## src/rtl/debounce_scan_ctrl.sv

```systemverilog
// Multi-button debounce controller with round-robin event arbitration.
// One shared tick prescaler samples N_BTN synchronized button inputs. Each channel
// must differ from its clean level on STABLE_TICKS consecutive ticks before the
// change is accepted. Every accepted change becomes a press/release event, and
// events from all channels share one valid/ready port via a round-robin arbiter.
module debounce_scan_ctrl #(
    parameter int unsigned N_BTN        = 4,
    parameter int unsigned TICK_CYCLES  = 12000,
    parameter int unsigned STABLE_TICKS = 20,
    parameter int unsigned ID_W         = 2
) (
    input  logic             clk,
    input  logic             rst_n,
    input  logic [N_BTN-1:0] btn_raw,
    output logic [N_BTN-1:0] btn_clean,
    output logic             evt_valid,
    input  logic             evt_ready,
    output logic [ID_W-1:0]  evt_id,
    output logic             evt_press,
    output logic             overflow,
    input  logic             ovf_clr
);

    localparam int unsigned TcntW = (TICK_CYCLES > 1) ? $clog2(TICK_CYCLES) : 1;
    localparam int unsigned ScntW = 5;

    localparam logic [TcntW-1:0] TcntMax = TcntW'(TICK_CYCLES - 1);
    localparam logic [ScntW-1:0] ScntMax = ScntW'(STABLE_TICKS - 1);
    localparam logic [ID_W-1:0]  LastId  = ID_W'(N_BTN - 1);

    // Two-flop synchronizer
    logic [N_BTN-1:0] meta_q;
    logic [N_BTN-1:0] sync_q;

    // Shared sample prescaler
    logic [TcntW-1:0] tcnt_q;
    logic [TcntW-1:0] tcnt_d;
    logic             tick;

    // Per-channel qualification
    logic [N_BTN-1:0][ScntW-1:0] scnt_q;
    logic [N_BTN-1:0][ScntW-1:0] scnt_d;
    logic [N_BTN-1:0]            clean_q;
    logic [N_BTN-1:0]            clean_d;
    logic [N_BTN-1:0]            qual;

    // Pending events and their polarity (1 = press)
    logic [N_BTN-1:0] pend_q;
    logic [N_BTN-1:0] pend_d;
    logic [N_BTN-1:0] pol_q;
    logic [N_BTN-1:0] pol_d;

    // Round-robin arbiter
    logic [ID_W-1:0] ptr_q;
    logic [ID_W-1:0] ptr_d;
    logic [ID_W-1:0] scan_idx;
    logic [ID_W-1:0] grant_idx;
    logic [ID_W-1:0] grant_next;
    logic            grant_any;
    logic            slot_free;
    logic            do_grant;

    // Output event slot
    logic            valid_q;
    logic            valid_d;
    logic [ID_W-1:0] id_q;
    logic [ID_W-1:0] id_d;
    logic            press_q;
    logic            press_d;
    logic            ovf_q;
    logic            ovf_d;

    // Bring raw asynchronous levels into the clk domain
    always_ff @(posedge clk or negedge rst_n) begin
        if (!rst_n) begin
            meta_q <= '0;
            sync_q <= '0;
        end else begin
            meta_q <= btn_raw;
            sync_q <= meta_q;
        end
    end

    // Prescaler wraps at TICK_CYCLES-1; tick is the single wrap cycle
    always_comb begin
        tick   = (tcnt_q == TcntMax);
        tcnt_d = tick ? '0 : tcnt_q + TcntW'(1);
    end

    always_ff @(posedge clk or negedge rst_n) begin
        if (!rst_n) begin
            tcnt_q <= '0;
        end else begin
            tcnt_q <= tcnt_d;
        end
    end

    // Count consecutive differing ticks; accept the change on the last one
    always_comb begin
        scnt_d  = scnt_q;
        clean_d = clean_q;
        qual    = '0;
        for (int i = 0; i < int'(N_BTN); i++) begin
            if (tick) begin
                if (sync_q[i] == clean_q[i]) begin
                    scnt_d[i] = '0;
                end else if (scnt_q[i] == ScntMax) begin
                    clean_d[i] = sync_q[i];
                    scnt_d[i]  = '0;
                    qual[i]    = 1'b1;
                end else begin
                    scnt_d[i] = scnt_q[i] + ScntW'(1);
                end
            end
        end
    end

    always_ff @(posedge clk or negedge rst_n) begin
        if (!rst_n) begin
            scnt_q  <= '0;
            clean_q <= '0;
        end else begin
            scnt_q  <= scnt_d;
            clean_q <= clean_d;
        end
    end

    // Find the first pending channel at or after the round-robin pointer
    always_comb begin
        grant_any = 1'b0;
        grant_idx = '0;
        scan_idx  = '0;
        for (int unsigned k = 0; k < N_BTN; k++) begin
            scan_idx = ID_W'((32'(ptr_q) + k) % N_BTN);
            if (!grant_any && pend_q[scan_idx]) begin
                grant_any = 1'b1;
                grant_idx = scan_idx;
            end
        end
        grant_next = (grant_idx == LastId) ? '0 : grant_idx + ID_W'(1);
    end

    // Slot handoff, pending bookkeeping and sticky overflow
    always_comb begin
        slot_free = !valid_q || evt_ready;
        do_grant  = slot_free && grant_any;

        pend_d  = pend_q;
        pol_d   = pol_q;
        ovf_d   = ovf_q;
        valid_d = valid_q;
        id_d    = id_q;
        press_d = press_q;
        ptr_d   = ptr_q;

        if (slot_free) begin
            valid_d = grant_any;
        end
        if (do_grant) begin
            id_d              = grant_idx;
            press_d           = pol_q[grant_idx];
            pend_d[grant_idx] = 1'b0;
            ptr_d             = grant_next;
        end

        if (ovf_clr) begin
            ovf_d = 1'b0;
        end
        // A new edge always lands in pend/pol; if an older event was still
        // waiting (and not granted this cycle) it is lost, so flag it.
        for (int i = 0; i < int'(N_BTN); i++) begin
            if (qual[i]) begin
                if (pend_d[i]) begin
                    ovf_d = 1'b1;
                end
                pend_d[i] = 1'b1;
                pol_d[i]  = sync_q[i];
            end
        end
    end

    always_ff @(posedge clk or negedge rst_n) begin
        if (!rst_n) begin
            pend_q  <= '0;
            pol_q   <= '0;
            ptr_q   <= '0;
            valid_q <= 1'b0;
            id_q    <= '0;
            press_q <= 1'b0;
            ovf_q   <= 1'b0;
        end else begin
            pend_q  <= pend_d;
            pol_q   <= pol_d;
            ptr_q   <= ptr_d;
            valid_q <= valid_d;
            id_q    <= id_d;
            press_q <= press_d;
            ovf_q   <= ovf_d;
        end
    end

    assign btn_clean = clean_q;
    assign evt_valid = valid_q;
    assign evt_id    = id_q;
    assign evt_press = press_q;
    assign overflow  = ovf_q;

endmodule

```

## config.mk

```make
export PLATFORM = sky130hd
export DESIGN_NAME = debounce_scan_ctrl
export DESIGN_NICKNAME = d
export VERILOG_FILES = /design/src/rtl/debounce_scan_ctrl.sv
export SDC_FILE = /design/constraint.sdc
export NUM_CORES = 1
export LEC_CHECK = 0
export BUFFER_PORTS_ARGS = -buffer_cell sky130_fd_sc_hd__buf_2
export CAP_MARGIN = 20
export CELL_PAD_IN_SITES_DETAIL_PLACEMENT = 0
export CELL_PAD_IN_SITES_GLOBAL_PLACEMENT = 1
export CORE_MARGIN = 3
export CORE_UTILIZATION = 51
export DETAILED_ROUTE_END_ITERATION = 8
export PLACE_DENSITY_LB_ADDON = 0.15
export SYNTH_ARGS = -nofsm -noshare
export SYNTH_HDL_FRONTEND = slang
export SYNTH_SLANG_ARGS = --single-unit
```

## constraint.sdc

```tcl
create_clock -name clk -period 6.39 [get_ports clk]
set_input_delay 0.9585 -clock clk [delete_from_list [all_inputs] [get_ports clk]]
set_output_delay 0.9585 -clock clk [all_outputs]
set_load 0.03 [all_outputs]
```

After elaboration in Yosys (flattened, before gate mapping)
Cells that the tools add are included.
{ "classes": {"n_eq_ne": 10, "muxes": 56, "n_addsub": 9, "n_reduce_logical": 14, "magnitude_cmp": 6, "bitwise": 6} }
{ "ops": {"columns": ["op", "count"], "rows": [
  ["$mux 5", 8],
  ["$mux 1", 35],
  ["$add 5x1->5 const B", 4],
  ["$eq 5x5->1 const B", 4],
  ["$lt 2x3->1 const B", 5],
  ["$add 14x1->14 const B", 1],
  ["$eq 14x14->1 const B", 1],
  ["$mux 14", 1],
  ["$reduce_and 3->1", 4],
  ["$bmux 1 s2", 5],
  ["$mux 2", 5],
  ["$logic_and 1x1->1", 5],
  ["$add 2x1->2 const B", 2],
  ["$add 2x2->2 const B", 2],
  ["$and 4x4->4", 1],
  ["$eq 1x1->1", 4],
  ["$logic_not 1->1", 4],
  ["$mux 4", 1],
  ["$not 1->1", 4],
  ["$not 4->4", 1],
  ["$demux 1 s2", 1],
  ["$eq 2x2->1 const B", 1],
  ["$ge 2x1->1 const B", 1],
  ["$logic_or 1x1->1", 1]
]} }
{ "totals": {"regBits": 61, "elab_cells": 122, "inputBits": 8, "out_inout_bits": 9} }

Logic depth before layout (Yosys ltp)
Gate-level depths: netlist (run 1).
{ "depth": {"word_depth": 27, "ltp_mapped": 10, "ltp_nobuf": 10} }

Worst setup path after synthesis (run 1)
OpenSTA, ideal clock, no wires.
{ "synth_path": {"kind": "register -> register", "start": "register pend_q[3]", "end": "register ovf_q (netlist: overflow)", "stages_incl_launch_ff": 10, "slack_ns": 4.373, "synth_period_minus_slack_ns": 2.017, "t_required_ns": 6.308, "setup_time_ns": 0.082, "path_buffers": 0, "t_arrival_ns": 1.935, "path_cell_list": "dfrtp_1 nand3b_1 o21ai_0 a211oi_1 inv_1 ha_1 a21o_1 o32ai_1 nor3_1 o22ai_1"} }
{ "synth_between": {"elab_chain_len": 27, "elab_cells_between_ends": 39, "classes_between": "order compare: 2; mux: 27; bitwise: 2; reduce/logical: 8"} }
{ "synth_rtl": {"columns": ["item", "line", "text"], "rows": [
  ["from (decl)", "48", "logic [N_BTN-1:0] pend_q;"],
  ["from (signal assigned)", "192", "pend_q <= pend_d;"],
  ["$bmux 1 s2", "135", "if (!grant_any && pend_q[scan_idx]) begin"],
  ["$mux 1 (implied by the code)", "135", null],
  ["$mux 1", "135", null],
  ["$logic_not 1->1", "135", null],
  ["$logic_and 1x1->1", "135", null],
  ["$mux 1", "135", null],
  ["$logic_not 1->1", "135", null],
  ["$logic_and 1x1->1", "135", null],
  ["[4 not listed]", null, null],
  ["named net grant_idx[1]", "57", "logic [ID_W-1:0] grant_idx;"],
  ["[8 not listed]", null, null],
  ["$mux 1", "172", "if (qual[i]) begin"],
  ["$mux 1", "173", "if (pend_d[i]) begin"],
  ["$mux 1", "172", null],
  ["$mux 1", "173", null],
  ["$mux 1", "172", null],
  ["$mux 1", "173", null],
  ["$mux 1 *", "172", null],
  ["named net ovf_d", "71", "logic ovf_d;"],
  ["to (signal assigned)", "198", "ovf_q <= ovf_d;"],
  ["to (decl)", "70", "logic ovf_q;"]
]} }
The timed path passes the listed nets; every way through them passes the cells marked *. The select of a mux whose other input is x is not followed.
A chain may end at the register's enable or synchronous reset.

Final worst setup path (run 1)
Same ends and word-level chain as after synthesis.

==> results of run 1 <==
registers in the layout, summed over array words and instances, names as in the netlist:
register / cells
scnt_q: 20
pend_q: 4
overflow: 1
evt_id: 2
meta_q: 4
pol_q: 4
tcnt_q: 14
evt_valid: 1
ptr_q: 2
btn_clean: 4
evt_press: 1
sync_q: 4
worst max-delay path by stage:
stage          cells past startpoint        to      start  slack (ns)
2_1_floorplan                      9  overflow  pend_q[3]        4.37
3_5_place_dp                       9  overflow  pend_q[3]        3.92
4_1_cts                            9  overflow  pend_q[3]        3.89
3_3_place_gp                       9  overflow  pend_q[3]        3.96
6_report                           9  overflow  pend_q[3]        3.92
5_1_grt                            9  overflow  pend_q[3]        3.71
placed cells by master, fill, tap and decap left out, types with 4 or more instances in the layout:
cell type / netlist / layout
dfrtp_1: 61 / 61
nand2_1: 33 / 33
nor2_1: 24 / 24
o21ai_0: 16 / 16
buf_2: 2 / 16
nand3_1: 15 / 15
inv_1: 14 / 14
o21ai_1: 13 / 13
nand2b_1: 12 / 12
xnor2_1: 10 / 10
clkbuf_8: 0 / 10
a21oi_1: 9 / 9
ha_1: 9 / 9
o22ai_1: 7 / 7
xor2_1: 7 / 7
nor3_1: 5 / 5
mux2_2: 5 / 5
nand3b_1: 4 / 4
and3_1: 4 / 4
o31ai_1: 4 / 4
clkinv_2: 0 / 4
report_power, final:
group          internal (mW)  leakage [nW]  switching (mW)
clock                  0.188         0.103           0.144
sequential             0.410         0.812          0.0220
combinational         0.0547         0.586           0.102
total                  0.653          1.50           0.268
metrics by stage:
step	instance area [µm²]	std cells
after floorplan	3000	296
after global placement	3150	381
after detailed placement	3150	381
after CTS	3340	397
after global routing	3340	397
final	3340	397
area by class of cell:
class / instances / area (µm²) / area share
clock buffers: 11 / 141 / 0.0423
clock inverters: 5 / 50.0 / 0.0150
inverters: 14 / 52.6 / 0.0157
multi-input cells: 216 / 1380 / 0.414
flip-flops and latches: 61 / 1530 / 0.457
well taps: 72 / 90.1 / 0.0270
repair buffers: 18 / 95.1 / 0.0285
layer usage:
| layer | vias to the layer above | global-route usage | wire, µm | share of wire |
|---|---|---|---|---|
| li1 | 1093 | - | - | - |
| met1 | 1089 | 0.253 | 2760 | 0.50 |
| met2 | 35 | 0.272 | 2530 | 0.46 |
| met3 | 9 | 0.0390 | 169 | 0.030 |
| met4 | 0 | 0.0735 | 78 | 0.014 |
| met5 | - | 0 | 0 | 0 |
cell families after synthesis:
kind of cell               count (synthesis)  synth area share
buffers and inverters                     19            0.0296
DFF                                       61             0.509
xor gates and xnor gates                  17            0.0496
and+or+nand+nor                          117             0.206
adders and majority gates                  9            0.0375
AOI/OAI and AO/OA                         67             0.146
muxes                                      6            0.0221
cell usage after synthesis, types with 7 or more instances:
cell type | number | area share
o21ai_1 | 13 | 0.022
xor2_1 | 7 | 0.020
inv_1 | 14 | 0.018
ha_1 | 9 | 0.038
nand2_1 | 33 | 0.041
o21ai_0 | 16 | 0.027
a21oi_1 | 9 | 0.015
nor2_1 | 24 | 0.030
dfrtp_1 | 61 | 0.51
o22ai_1 | 7 | 0.015
nand2b_1 | 12 | 0.025
nand3_1 | 15 | 0.025
xnor2_1 | 10 | 0.029
==> impl_metrics.py, run 1 <==
metrics = {
    "die": {
        "dieArea_um2": 6840,
        "die_x_um": 82.7,
        "rows": 27,
        "io_pins": 17,
        "initial_core_util": 0.535,
        "core_um2": 5610,
        "fp.dieH_um": 82.7,
    },
    "global_routing": {
        "grt.total_usage": 0.180,
        "antenna_found_initial": 0,
        "grt_max_degree": 62,
        "grt_pass1_wl_um": 9230,
        "grt_pass1_vias": 1983,
        "grt.overflow.total": 0,
    },
    "synthesis": {
        "ys_warn_count": 0,
        "synth-edff-count": 0,
        "ys.flop_type": "dfrtp_1",
        "syn_area_per_cell_um2": 10.1,
        "synthArstFlopShare": 1.00,
        "synth_nets": 313,
        "netlist_area_um2": 3000,
        "synth_cell_type_count": 49,
        "synth_seq_cells": 61,
        "synth_seq_area_share": 0.509,
        "syn_inst": 296,
    },
    "clocking": {
        "path_clk_slew_ns": 0.06,
        "cts_root_buf": "clkbuf_8",
        "cts_buffers": 9,
        "clock_sinks": 61,
        "clk_path_buf_depth": 2,
        "htree_levels": 3,
        "ctsResizeCount": 0,
        "hold_buffers": 0,
        "post_cts_buffers": 0,
        "cts_tree": "built",
        "clkLatencyLatePin_ns": 0.33,
    },
    "power_and_ir_drop": {
        "p_leak_nw": 1.50,
        "power_mw": 0.921,
        "power.density_nw_per_um2": 276,
        "ir_worst_vdd_v": 0.000171,
    },
    "cells_and_area": {
        "antenna_cells": 0,
        "final_core_util": 0.595,
        "fillerInstances": 491,
        "drive_above_1_share": 0.154,
        "syn2layout_area_growth_pct": 11.3,
        "finalNetCount": 337,
    },
    "timing": {
        "skew_ns": 0.0110,
        "setup_ws_ns": 3.92,
        "tns_ns": 0,
        "setup_violations": 0,
        "hold-worst-slack_ns": 0.348,
        "rsz0062_at_grt": "false",
        "maxSlewHeadroom": 0.389,
        "worst_pin_slew_ns": 0.910,
        "hold_violations": 0,
        "finalCriticalPeriod_ns": 2.47,
        "drv_slew": 0,
        "period_share": 0.387,
        "max_freq_ghz": 0.404,
    },
    "setup_path": {
        "r2r-end": "overflow",
        "worstSetupStartpointType": "flip-flop",
        "reg2reg_setup_slack_ns": 3.92,
        "critPathTopFamily": "compound AO/OA/AOI/OAI gates",
        "timing.rr.start": "pend_q[3]",
        "worst_ep_arrival_time_ns": 2.72,
        "worstRegToRegCells": 9,
        "end_kind": "flip-flop",
        "worstPathRequired_ns": 6.63,
        "max_stage_delay_ns": 0.59,
        "cp_cell_sequence": "nand3b_1 > o21ai_0 > a211oi_1 > inv_1 > ha_1 > a21o_1 > o32ai_1 > nor3_1 > o22ai_1",
        "cp_num_buf_inv": 1,
        "cp_max_fo": 8,
        "crit_type": "reg -> reg",
        "cp_slowest_cell": "a211oi_1",
    },
    "worst_hold_path": {
        "worstHoldPathCells": 0,
        "hp-start": "meta_q[0]",
        "min_to": "sync_q[0]",
        "min_path_type": "reg -> reg",
    },
    "drt": {
        "firstDrtPassIters": 4,
        "drt_iter0_markers": 79,
        "drcViolationCount": 0,
        "ant_nets": 0,
        "wire_per_inst_um": 14.0,
        "drt_wl_total_um": 5540,
        "drt-vias-per-instance": 5.61,
        "vias": 2226,
    },
    "placement": {
        "place_hpwl_um": 3840,
        "routabilityCongestion": 0.751,
        "dp_slack_ns": 3.92,
        "numPortBuffers": 16,
    },
    "run_status": {
        "status": "finished clean",
    },
    "flow_run": {
        "maxCapViolations": 0,
    },
}
No activity file was read; power rests on OpenSTA's default activity.
==> run 2: changes to the inputs <==
--- a/config.mk
+++ b/config.mk
@@ -10,7 +10,7 @@
 export CELL_PAD_IN_SITES_DETAIL_PLACEMENT = 0
 export CELL_PAD_IN_SITES_GLOBAL_PLACEMENT = 1
 export CORE_MARGIN = 3
-export CORE_UTILIZATION = 51
+export CORE_UTILIZATION = 43
 export DETAILED_ROUTE_END_ITERATION = 8
 export PLACE_DENSITY_LB_ADDON = 0.15
 export SYNTH_ARGS = -nofsm -noshare
==> constraint.sdc (replaced) <==
create_clock -name clk -period 2 [get_ports clk]
set_input_delay 0.3 -clock clk [delete_from_list [all_inputs] [get_ports clk]]
set_output_delay 0.3 -clock clk [all_outputs]
set_load 0.03 [all_outputs]
==> run 2 against run 1 <==
Net effect: the run now ends with setup timing left; largest cell class unchanged; clock power rose to 2.8 times the previous value; sequential power rose to 3.2 times the previous value; critical path depth decreased by 4; count of clock-buffer cells in the layout unchanged; via count rose by 4.7%; core utilization shrank 3.4 points; register-to-register slack got worse by 4.0 ns; routed wire length increased by 11%; first-iteration DRC count is 24% higher; fmax rose by 19%.
==> impl_metrics.py, run 2 (synthesized netlist as in run 1, its figures left out) <==
metrics = {
    "clocking": {
        "clk_path_buf_depth": 2,
        "cts_root_buf": "clkbuf_8",
        "cts_tree": "built",
        "clock_sinks": 61,
        "cts_buffers": 9,
        "htree_levels": 3,
        "clkLatencyLatePin_ns": 0.35,
        "path_clk_slew_ns": 0.07,
    },
    "setup_path": {
        "cp_max_fo": 7,
        "worstRegToRegCells": 5,
        "end_kind": "flip-flop",
        "worstSetupStartpointType": "flip-flop",
        "worstPathRequired_ns": 2.23,
        "worst_ep_arrival_time_ns": 2.32,
        "crit_type": "reg -> reg",
    },
    "run_status": {
        "status": "finished with violations",
        "violations": "setup timing",
    },
    "cells_and_area": {
        "layout_commonest_cell": "dfrtp_1",
        "largest_reg_flops": 20,
        "drive_above_1_share": 0.263,
        "finalNetCount": 373,
        "antenna_cells": 0,
        "reg.largest.list": "scnt_q x20, tcnt_q x14",
        "fillerInstances": 605,
        "final_core_util": 0.561,
        "syn2layout_area_growth_pct": 22.9,
        "top_register": "scnt_q",
        "instances_no_fill": 454,
        "final_cell_mix": "60 x dfrtp_1, 35 x buf_4, 33 x nand2_1",
    },
    "timing": {
        "drv_slew": 0,
        "skew_ns": 0.00770,
        "finalCriticalPeriod_ns": 2.09,
        "rsz0062_at_grt": "true",
        "setup_violations": 9,
        "max_freq_ghz": 0.479,
        "setup_ws_ns": -0.0857,
        "worst_pin_slew_ns": 0.527,
        "maxSlewHeadroom": 0.646,
        "tns_ns": -0.414,
        "period_share": 1.04,
        "hold_violations": 0,
    },
    "drt": {
        "drcViolationCount": 0,
        "wire_per_inst_um": 13.5,
        "firstDrtPassIters": 4,
        "vias": 2331,
        "drt_wl_total_um": 6130,
        "drt_iter0_markers": 98,
        "drt-vias-per-instance": 5.13,
        "ant_nets": 0,
    },
    "global_routing": {
        "antenna_found_initial": 0,
        "grt.overflow.total": 0,
        "grt_max_degree": 62,
        "grt_pass1_wl_um": 10600,
        "grt.total_usage": 0.175,
        "grt_pass1_vias": 2330,
    },
    "die": {
        "dieArea_um2": 8010,
        "core_um2": 6570,
        "rows": 29,
        "fp.dieH_um": 89.5,
        "initial_core_util": 0.457,
        "io_pins": 17,
        "die_x_um": 89.5,
    },
    "placement": {
        "numPortBuffers": 16,
        "place_hpwl_um": 4250,
        "dp_cells": 429,
        "routabilityCongestion": 0.914,
        "dp_slack_ns": -0.0718,
    },
    "power_and_ir_drop": {
        "p_leak_nw": 1.68,
        "ir_worst_vdd_v": 0.000424,
        "power_mw": 2.94,
        "power.density_nw_per_um2": 797,
    },
    "worst_hold_path": {
        "min_path_type": "in -> reg",
        "worstHoldPathCells": 1,
    },
    "flow_run": {
        "maxCapViolations": 0,
    },
}
run 2: layout make-up:
| cell class | instances | area, µm² | area share |
|---|---|---|---|
| Inverter | 14 | 52.6 | 0.0143 |
| Clock inverter | 5 | 27.5 | 0.00747 |
| Sequential cell | 61 | 1530 | 0.415 |
| Tap cell | 93 | 116 | 0.0316 |
| Multi-Input combinational cell | 216 | 1450 | 0.392 |
| Timing Repair Buffer | 54 | 384 | 0.104 |
| Clock buffer | 11 | 131 | 0.0357 |
run 2: through the flow:
stage / cell area, µm² / hold WS [ns]
2_1_floorplan: 3010 / 0.00441
3_3_place_gp: 3390 / 0.334
3_5_place_dp: 3390 / 0.335
4_1_cts: 3570 / 0.0395
5_1_grt: 3680 / 0.0431
6_report: 3680 / 0.0598
run 2: power breakdown:
part / switching (mW) / internal (mW) / leakage (nW)
Combinational: 0.385 / 0.257 / 0.785
Sequential: 0.0676 / 1.31 / 0.810
Clock: 0.475 / 0.440 / 0.0829
Total: 0.927 / 2.01 / 1.68
run 2: worst max-delay path, stage by stage, from the launching register on:
cell	delay [ns]
dfrtp_1	0.38
or4b_4	0.54
or4_4	0.49
buf_4	0.18
nor2_4	0.09
mux2_4	0.30
run 2: final timing paths:
path,start,end,slack (ns)
worst max-delay path,tcnt_q[5],btn_clean[1],-0.09
worst min-delay path,btn_raw[1],meta_q[1],0.06
worst max register to register,tcnt_q[5],btn_clean[1],-0.09
worst min register to register,meta_q[2],sync_q[2],0.35
max in group asynchronous,rst_n,ptr_q[1],1.23
min in group asynchronous,rst_n,scnt_q[12],0.49
run 2: repair_timing:
action | CTS | global route
setup endpoints to repair | 12 | 24
buffers inserted | 0 | 8
hold buffers | 1 | 0
resized for setup | 3 | 17
pin swaps | 1 | 5
hold endpoints to repair | 61 | 0
run 2: layer usage:
layer | part of all wire | global-route usage | up-vias
met4 | 0.016 | 0.0758 | 0
met1 | 0.47 | 0.223 | 1115
met3 | 0.042 | 0.0544 | 10
met5 | 0 | 0 | -
met2 | 0.47 | 0.274 | 40
li1 | - | - | 1166
==> run 3: changes to the inputs <==
--- a/config.mk
+++ b/config.mk
@@ -12,7 +12,7 @@
 export CORE_MARGIN = 3
 export CORE_UTILIZATION = 43
 export DETAILED_ROUTE_END_ITERATION = 8
-export PLACE_DENSITY_LB_ADDON = 0.15
+export PLACE_DENSITY = 0.73
 export SYNTH_ARGS = -nofsm -noshare
 export SYNTH_HDL_FRONTEND = slang
 export SYNTH_SLANG_ARGS = --single-unit
==> run 3 against run 2 <==
Net effect: the flow still finishes with violations (setup timing); fmax is 0.18% lower; via count is 1.3% lower; largest power group unchanged; sequential share of layout area is 0.75 points lower; combinational power is 0.9% higher; sequential cell count stayed put; clock skew is 0.0037 ns higher; largest cell class unchanged; register-to-register slack hardly changed.
==> impl_metrics.py, run 3 (synthesized netlist as in run 1, its figures left out) <==
metrics = {
    "cells_and_area": {
        "finalNetCount": 373,
        "largest_reg_flops": 20,
        "layout_commonest_cell": "dfrtp_1",
        "drive_above_1_share": 0.271,
        "syn2layout_area_growth_pct": 25.0,
        "top_register": "scnt_q",
        "final_cell_mix": "61 x dfrtp_1, 32 x nand2_1, 30 x buf_4",
        "final_core_util": 0.571,
        "instances_no_fill": 454,
        "reg.largest.list": "scnt_q x20, tcnt_q x14",
        "antenna_cells": 0,
    },
    "worst_hold_path": {
        "min_path_type": "in -> reg",
        "hp-start": "btn_raw[1]",
        "worstHoldPathCells": 1,
        "min_to": "meta_q[1]",
    },
    "timing": {
        "maxSlewHeadroom": 0.600,
        "setup_violations": 6,
        "skew_ns": 0.0114,
        "finalCriticalPeriod_ns": 2.09,
        "period_share": 1.04,
        "hold_violations": 0,
        "worst_pin_slew_ns": 0.599,
        "setup_ws_ns": -0.0894,
        "drv_slew": 0,
        "max_freq_ghz": 0.479,
        "rsz0062_at_grt": "true",
    },
    "setup_path": {
        "max_stage_delay_ns": 0.52,
        "reg2reg_setup_slack_ns": -0.09,
        "r2r-end": "scnt_q[13]",
        "worstPathRequired_ns": 2.22,
        "end_kind": "flip-flop",
        "worst_ep_arrival_time_ns": 2.31,
        "cp_slowest_cell": "or4b_4",
        "worstRegToRegCells": 6,
        "crit_type": "reg -> reg",
        "worstSetupStartpointType": "flip-flop",
        "cp_cell_sequence": "or4b_4 > or4_4 > buf_8 > buf_4 > o21ai_2 > o31ai_2",
        "cp_max_fo": 9,
        "timing.rr.start": "tcnt_q[8]",
    },
    "placement": {
        "routabilityCongestion": 0.851,
        "dp_cells": 429,
        "numPortBuffers": 16,
        "place_hpwl_um": 4330,
    },
    "power_and_ir_drop": {
        "power.density_nw_per_um2": 829,
        "ir_worst_vdd_v": 0.000485,
        "power_mw": 3.11,
        "p_leak_nw": 1.71,
    },
    "drt": {
        "firstDrtPassIters": 4,
        "wire_per_inst_um": 13.5,
        "drt_wl_total_um": 6110,
        "drt_iter0_markers": 65,
        "ant_nets": 0,
        "vias": 2300,
        "drcViolationCount": 0,
        "drt-vias-per-instance": 5.07,
    },
    "clocking": {
        "cts_root_buf": "clkbuf_8",
        "clkLatencyLatePin_ns": 0.34,
        "path_clk_slew_ns": 0.07,
        "cts_buffers": 9,
        "clock_sinks": 61,
        "htree_levels": 3,
        "clk_path_buf_depth": 2,
        "cts_tree": "built",
    },
    "die": {
        "io_pins": 17,
        "fp.dieH_um": 89.5,
        "die_x_um": 89.5,
        "dieArea_um2": 8010,
        "initial_core_util": 0.457,
        "core_um2": 6570,
        "rows": 29,
    },
    "global_routing": {
        "grt_pass1_vias": 2190,
        "grt.overflow.total": 0,
        "grt.total_usage": 0.171,
        "grt_pass1_wl_um": 10400,
        "grt_max_degree": 38,
        "antenna_found_initial": 0,
    },
    "flow_run": {
        "maxCapViolations": 0,
    },
    "run_status": {
        "violations": "setup timing",
        "status": "finished with violations",
    },
}
## run 3: cell count changes in the layout (fill, tap and decap cells not counted), sizes merged
cell / before / now
bufinv: 0 / 1
clkinvlp: 1 / 0
## run 3: worst max-delay path: cells and delay by family (launching register included)
family | cells | cell delay (ns)
buffers and inverters | 2 | 0.31
AOI/OAI and AO/OA | 2 | 0.23
and+or+nand+nor | 2 | 1.03
DFF | 1 | 0.40
## run 3: worst max-delay path by stage
stage                         start    endpoint  cells past startpoint
after global routing      tcnt_q[8]  scnt_q[13]                      6
after floorplan           tcnt_q[5]  scnt_q[13]                      6
final                     tcnt_q[8]  scnt_q[13]                      6
after CTS                 tcnt_q[8]  scnt_q[13]                      6
after global placement    tcnt_q[5]  scnt_q[13]                      6
after detailed placement  tcnt_q[5]    pol_q[2]                      5
## run 3: final cells by class
class                           count  area, µm²
Clock buffer                       11        141
Fill cell                         601       2820
Sequential cell                    61       1530
Tap cell                           93        116
Clock inverter                      5       50.0
Inverter                           14       52.6
Timing Repair Buffer               54        419
Multi-Input combinational cell    216       1440
## run 3: layer usage
metal  part of all wire  routed length (µm)  vias to the layer above  global-route usage
met5                  0                   0                        -                   0
met4              0.015                  92                        0              0.0731
met3              0.029                 179                        8              0.0415
met2               0.46                2830                       32               0.251
met1               0.49                3010                     1099               0.241
li1                   -                   -                     1161                   -
## run 3: power breakdown
group          total (mW)  internal (mW)  switching [mW]  leakage (nW)
Combinational       0.648          0.276           0.372         0.799
Clock                1.08          0.601           0.484         0.103
Sequential           1.38           1.31          0.0658         0.812
Total                3.11           2.19           0.922          1.71
## run 3: repair_timing
item / 4_1_cts / 5_1_grt
resized for setup: 4 / 20
hold buffers: 1 / 0
pin swaps: 0 / 4
gates cloned: 0 / 0
setup buffers: 0 / 8
endpoints found under the hold margin: 24 / 0
endpoints found under the setup margin: 10 / 20
## run 3: through the flow
step	TNS [ns]	cell area [µm²]	setup slack, ns	hold slack [ns]
after global routing	-1.12	3750	-0.150	0.0391
after floorplan	-0.0203	3010	-0.00997	0.00441
final	-0.207	3750	-0.0894	0.0639
after global placement	-0.0570	3390	-0.0271	0.333
after detailed placement	-0.249	3390	-0.0505	0.336
after CTS	-0.187	3610	-0.0385	0.0483
